<file path="src/rtl/gate_op_arbiter.sv">
// Round-robin arbiter in front of one registered bitwise gate unit.
// Each result is tagged with the id of the requester that issued it.
module gate_op_arbiter #(
    parameter int NUM_REQ = 4,
    parameter int WIDTH   = 8,
    parameter int IDW     = $clog2(NUM_REQ)
) (
    input  logic                     clk,
    input  logic                     rst_n,
    input  logic [NUM_REQ-1:0]       req_valid,
    output logic [NUM_REQ-1:0]       req_ready,
    input  logic [NUM_REQ*WIDTH-1:0] req_a,
    input  logic [NUM_REQ*WIDTH-1:0] req_b,
    input  logic [NUM_REQ*2-1:0]     req_op,
    output logic                     rsp_valid,
    output logic [IDW-1:0]           rsp_id,
    output logic [WIDTH-1:0]         rsp_data,
    input  logic                     rsp_ready,
    output logic                     busy,
    output logic [15:0]              txn_count
);

    typedef enum logic [1:0] {
        IDLE = 2'd0,
        EXEC = 2'd1,
        RESP = 2'd2
    } state_t;

    state_t           state;
    logic [IDW-1:0]   ptr;
    logic [WIDTH-1:0] a_q;
    logic [WIDTH-1:0] b_q;
    logic [1:0]       op_q;
    logic [IDW-1:0]   id_q;

    logic [WIDTH-1:0] a_arr  [NUM_REQ];
    logic [WIDTH-1:0] b_arr  [NUM_REQ];
    logic [1:0]       op_arr [NUM_REQ];

    for (genvar g = 0; g < NUM_REQ; g++) begin : g_slice
        assign a_arr[g]  = req_a[g*WIDTH +: WIDTH];
        assign b_arr[g]  = req_b[g*WIDTH +: WIDTH];
        assign op_arr[g] = req_op[g*2 +: 2];
    end

    logic           found;
    logic [IDW-1:0] pick;
    logic [IDW-1:0] cand;
    logic [IDW:0]   sum;
    logic [IDW-1:0] ptr_nxt;

    // First valid requester at or after ptr, wrapping modulo NUM_REQ
    always_comb begin
        found = 1'b0;
        pick  = '0;
        sum   = '0;
        cand  = '0;
        for (int k = 0; k < NUM_REQ; k++) begin
            sum = {1'b0, ptr} + (IDW+1)'(k);
            if (sum >= (IDW+1)'(NUM_REQ))
                sum = sum - (IDW+1)'(NUM_REQ);
            cand = sum[IDW-1:0];
            if (!found && req_valid[cand]) begin
                found = 1'b1;
                pick  = cand;
            end
        end
    end

    always_comb begin
        req_ready = '0;
        if (rst_n && state == IDLE && found)
            req_ready[pick] = 1'b1;
    end

    assign ptr_nxt = (pick == IDW'(NUM_REQ - 1)) ? '0 : pick + 1'b1;

    always_ff @(posedge clk or negedge rst_n) begin
        if (!rst_n) begin
            state     <= IDLE;
            ptr       <= '0;
            a_q       <= '0;
            b_q       <= '0;
            op_q      <= '0;
            id_q      <= '0;
            rsp_valid <= 1'b0;
            rsp_id    <= '0;
            rsp_data  <= '0;
            busy      <= 1'b0;
            txn_count <= '0;
        end else begin
            unique case (state)
                IDLE: begin
                    if (found) begin
                        a_q   <= a_arr[pick];
                        b_q   <= b_arr[pick];
                        op_q  <= op_arr[pick];
                        id_q  <= pick;
                        ptr   <= ptr_nxt;
                        state <= EXEC;
                        busy  <= 1'b1;
                    end
                end
                EXEC: begin
                    unique case (op_q)
                        2'b00: rsp_data <= a_q & b_q;
                        2'b01: rsp_data <= a_q | b_q;
                        2'b10: rsp_data <= a_q ^ b_q;
                        2'b11: rsp_data <= ~(a_q & b_q);
                    endcase
                    rsp_id    <= id_q;
                    rsp_valid <= 1'b1;
                    state     <= RESP;
                end
                RESP: begin
                    if (rsp_ready) begin
                        rsp_valid <= 1'b0;
                        busy      <= 1'b0;
                        txn_count <= txn_count + 16'd1;
                        state     <= IDLE;
                    end
                end
                default: begin
                    state     <= IDLE;
                    rsp_valid <= 1'b0;
                    busy      <= 1'b0;
                end
            endcase
        end
    end

endmodule

</file>
<file path="config.mk">
export PLATFORM = sky130hd
export DESIGN_NAME = gate_op_arbiter
export DESIGN_NICKNAME = d
export VERILOG_FILES = /design/src/rtl/gate_op_arbiter.sv
export SDC_FILE = /design/constraint.sdc
export NUM_CORES = 1
export LEC_CHECK = 0
export CAP_MARGIN = 25
export CELL_PAD_IN_SITES_DETAIL_PLACEMENT = 0
export CELL_PAD_IN_SITES_GLOBAL_PLACEMENT = 1
export CORE_ASPECT_RATIO = 2
export CORE_MARGIN = 2
export CORE_UTILIZATION = 30
export CTS_CLUSTER_SIZE = 40
export DETAILED_ROUTE_END_ITERATION = 8
export PLACE_DENSITY = 0.74
export SLEW_MARGIN = 0
export SYNTH_ARGS = -nofsm -noshare
export SYNTH_HDL_FRONTEND = slang
export SYNTH_SLANG_ARGS = --single-unit
</file>
<file path="constraint.sdc">
create_clock -name clk -period 1.79 [get_ports clk]
set_clock_uncertainty 0.05 [all_clocks]
set_input_delay 0.358 -clock clk [delete_from_list [all_inputs] [get_ports clk]]
set_output_delay 0.358 -clock clk [all_outputs]
set_load 0.05 [all_outputs]
</file>
==> run_results.csv <==
group,metric,value,unit
sta,hold_viol,0,
clocking,cts_made_buffers,5,
worst_setup_path,r2r_cells,8,
clocking,clock_path_buffers,2,
logic_synthesis,synth_area,3280,um2
clocking,htreeDepth,2,
worst_setup_path,cp_max_fo,5,
worst_setup_path,endpoint,"req_ready[3]",
die,fp.dieW,77.9,um
job,max_cap_viol_count,0,
global_routing,met2_usage,23.8,%
sta,maxSlewViolCount,0,
worst_setup_path,path_depth,7,
sta,layout_setup_ws,-0.303,ns
worst_setup_path,r2r_end,"a_q[5]$_DFFE_PN0P_",
placed_design,gp_congestion,0.849,
worst_setup_path,ff2ff_setup_slack,-0.05,ns
logic_synthesis,synth_top_cell_area_share,39.7,%
route,routed_wl,8.66,mm
power,max-vdd-ir-drop,0.893,mV
route,vias,2812,
route,drt_iter0_drc,109,
logic_synthesis,synth.avg_cell_area,10.1,um2
sta,fin_crit_sh,117,%
die,num_rows,54,
logic_synthesis,syn_nets,421,
global_routing,grtUsageMet1,21.2,%
final_layout,antennaDiodeCount,0,
clocking,clock-sinks,52,
global_routing,grt.total_usage,15.1,%
die,io_pins,111,
worst_setup_path,endpoint_kind,"output port",
logic_synthesis,yosys_warnings,0,
global_routing,gr-usage-met3,2.61,%
global_routing,grt-ovfl-total,0,
logic_synthesis,ys_seq_area_share,39.7,%
final_layout,layout.nets,558,
final_layout,final_util,47.6,%
die,core,10700,um2
placed_design,dpl_cell_area,4660,um2
worst_setup_path,cpPeakStageDelay,0.46,ns
final_layout,drive_gt1_share,33.1,%
logic_synthesis,synth.distinct_cells,42,
die,die_y,152,um
final_layout,design_area,5120,um2
min_path,hold_path.class,"primary input to async pin",
route,via_per_inst,4.67,
power,power_leakage,0.00234,uW
final_layout,n_fill_cell,993,
worst_setup_path,critPathLaunch,"ptr[0]$_DFFE_PN0P_",
worst_setup_path,cp.required,1.38,ns
logic_synthesis,synth_seq_cells,52,
global_routing,antenna_found_initial,0,
global_routing,busiest_layer,"met2",
worst_setup_path,crit-reg2reg-launch,"ptr[0]$_DFFE_PN0P_",
sta,post-route-min-period,2.09,ns
global_routing,grt_max_degree,30,
worst_setup_path,cp_cell_sequence,"nor2b_4 -> o21ai_2 -> o221ai_4 -> inv_4 -> ha_4 -> and3_4 -> buf_8",
worst_setup_path,startpoint_type,"flop",
clocking,clk_latency,0.29,ns
placed_design,dp_slack,-0.593,ns
die,die-area,11800,um2
route,drc_errors,0,
worst_setup_path,cp.arrival,1.69,ns
global_routing,grt_pass1_wl,14.2,mm
route,wl_per_cell,14.4,um
die,start_util,30.5,%
logic_synthesis,syn_inst,324,
global_routing,first_global_vias,2872,
placed_design,port_buffers,110,
sta,timing.hold.ws,0.140,ns
sta,worstMarginPinSlew,0.367,ns
sta,setup_viol,16,
outcome,violations,"setup timing",
sta,fmax,478,MHz
final_layout,area_growth,56.2,%
worst_setup_path,cpMaxStageDelayCell,"dfrtp_2",
logic_synthesis,yosys.area.top_type,"dfrtp_1",
outcome,status,"finished with violations",
worst_setup_path,crit_type,"flop to output port",
clocking,cts.clk_slew.worst_paths,0.07,ns
clocking,cts_tree,"done",
route,drt-pass1-iter-count,4,
route,ant_nets,0,
logic_synthesis,yosys-top-cells-area,"dfrtp_1 (40%), a221oi_2 (7.3%), ha_1 (6.9%)",
power,powerDensity,1580,nW/um2
sta,relSlewSlack,75.5,%
sta,rsz0062_at_grt,"yes",
placed_design,hpwl,6.49,mm
worst_setup_path,cp_num_buf_inv,2,
clocking,root_buffer,"clkbuf_16",
worst_setup_path,crit_family,"flip-flops",
## registers in the layout, indices dropped and copies added, names as in the netlist
name and flops:
id_q 2, busy 1, ptr 2, txn_count 16, a_q 8, rsp_data 8, b_q 8, state 2
rsp_valid 1, op_q 2, rsp_id 2
## worst min-delay path by stage
| stage | end | slack [ns] | cells past startpoint |
|---|---|---|---|
| floorplan | a_q[0]$_DFFE_PN0P_ | 0.01 | 0 |
| global placement | rsp_data[4]$_DFFE_PN0P_ | 0.17 | 1 |
| detailed placement | rsp_data[4]$_DFFE_PN0P_ | 0.17 | 1 |
| CTS | a_q[0]$_DFFE_PN0P_ | 0.15 | 2 |
| global route | a_q[5]$_DFFE_PN0P_ | 0.17 | 2 |
| finish | b_q[5]$_DFFE_PN0P_ | 0.14 | 2 |
## cell usage in the layout (no fill, tap or decap), drive strengths merged, types with 3 or more instances in the layout
cell and n:
ha 18, clkbuf 5, dfrtp 52, nand3 4
xor2 5, mux2i 18, inv 24, nor2 28
buf 71, mux2 17, o21ai 24, o22ai 18
a21oi 5, a221oi 18, nor2b 3, clkdlybuf4s50 72
clkdlybuf4s15 3, and3 6, xnor2 10, nand2 37
## cell families (layout without fill, tap and decap cells)
kind of cell,count (synthesis),after routing,synth area share [%]
adders and majority gates,18,18,6.88
and+or+nand+nor,89,89,13.4
xor gates and xnor gates,15,15,4.01
buffers and inverters,43,181,6.87
DFF,52,52,39.7
muxes,35,35,11.3
AOI/OAI and AO/OA,72,72,17.8
## repair_timing
item / 4_1_cts / 5_1_grt
gates cloned: 1 / 0
setup endpoints to repair: 25 / 23
pin swaps: 16 / 7
endpoints found under the hold margin: 2 / 0
hold buffers: 1 / 0
resized for setup: 41 / 15
setup buffers: 5 / 3
## worst register-to-register path: stages, from the launching register on
cell and delay [ns]:
dfrtp_2 0.47, nor2b_4 0.16, buf_6 0.12, o21ai_2 0.05, and3_4 0.17, buf_6 0.14
buf_12 0.14, a221oi_4 0.29, o22ai_1 0.12
## through the flow
stage | setup TNS [ns] | instances | power (uW)
after detailed placement | -15.54 | 585 | 6660
after global placement | -15.56 | 585 | 6590
after global routing | -2.93 | 602 | 8750
after CTS | -1.19 | 600 | 7990
after floorplan | -0.261 | 324 | 5300
final | -1.24 | 602 | 8070
## per-layer routing
| layer | wire length, um | share of wire, % | vias to the layer above |
|---|---|---|---|
| met3 | 475 | 5.5 | 6 |
| met2 | 3930 | 45 | 103 |
| met4 | 61 | 0.70 | 0 |
| met1 | 4190 | 48 | 1283 |
| li1 | - | - | 1420 |
| met5 | 0 | 0 | - |
## power by group
part           internal, uW  switching [uW]  total [uW]
combinational          2290            2690        4990
clock                   531             460         991
sequential             1680             413        2090
## layout make-up
| class | instances | area, um2 | area share [%] |
|---|---|---|---|
| Multi-Input combinational cell | 229 | 1950 | 38.1 |
| Clock buffer | 5 | 125 | 2.45 |
| Clock inverter | 3 | 27.5 | 0.538 |
| Tap cell | 140 | 175 | 3.42 |
| Timing Repair Buffer | 149 | 1430 | 27.9 |
| Sequential cell | 52 | 1320 | 25.7 |
| Inverter | 24 | 97.6 | 1.91 |
## Yosys cell counts
master and instances:
a21oi_1 5, a221oi_1 2, a221oi_2 16, a2bb2oi_1 1, a31oi_1 1, and3_1 6
and3b_1 1, and4b_1 1, buf_2 8, buf_4 2, buf_6 4, buf_8 1
clkbuf_1 4, clkinv_4 1, dfrtp_1 52, ha_1 18, inv_1 23, mux2_2 17
mux2i_1 18, nand2_1 36, nand2_4 1, nand2b_1 1, nand3_1 4, nand3b_4 1
nand4_1 1, nor2_1 28, nor2b_1 2, nor2b_4 1, nor3_1 1, nor3_4 1
nor4_1 1, o21a_1 2, o21ai_0 22, o21ai_1 2, o221ai_1 1, o22ai_1 18
o31ai_1 1, o31ai_4 1, or3_1 2, or4_4 1, xnor2_1 10, xor2_1 5
Note: power is estimated with default switching activity, not from simulation.
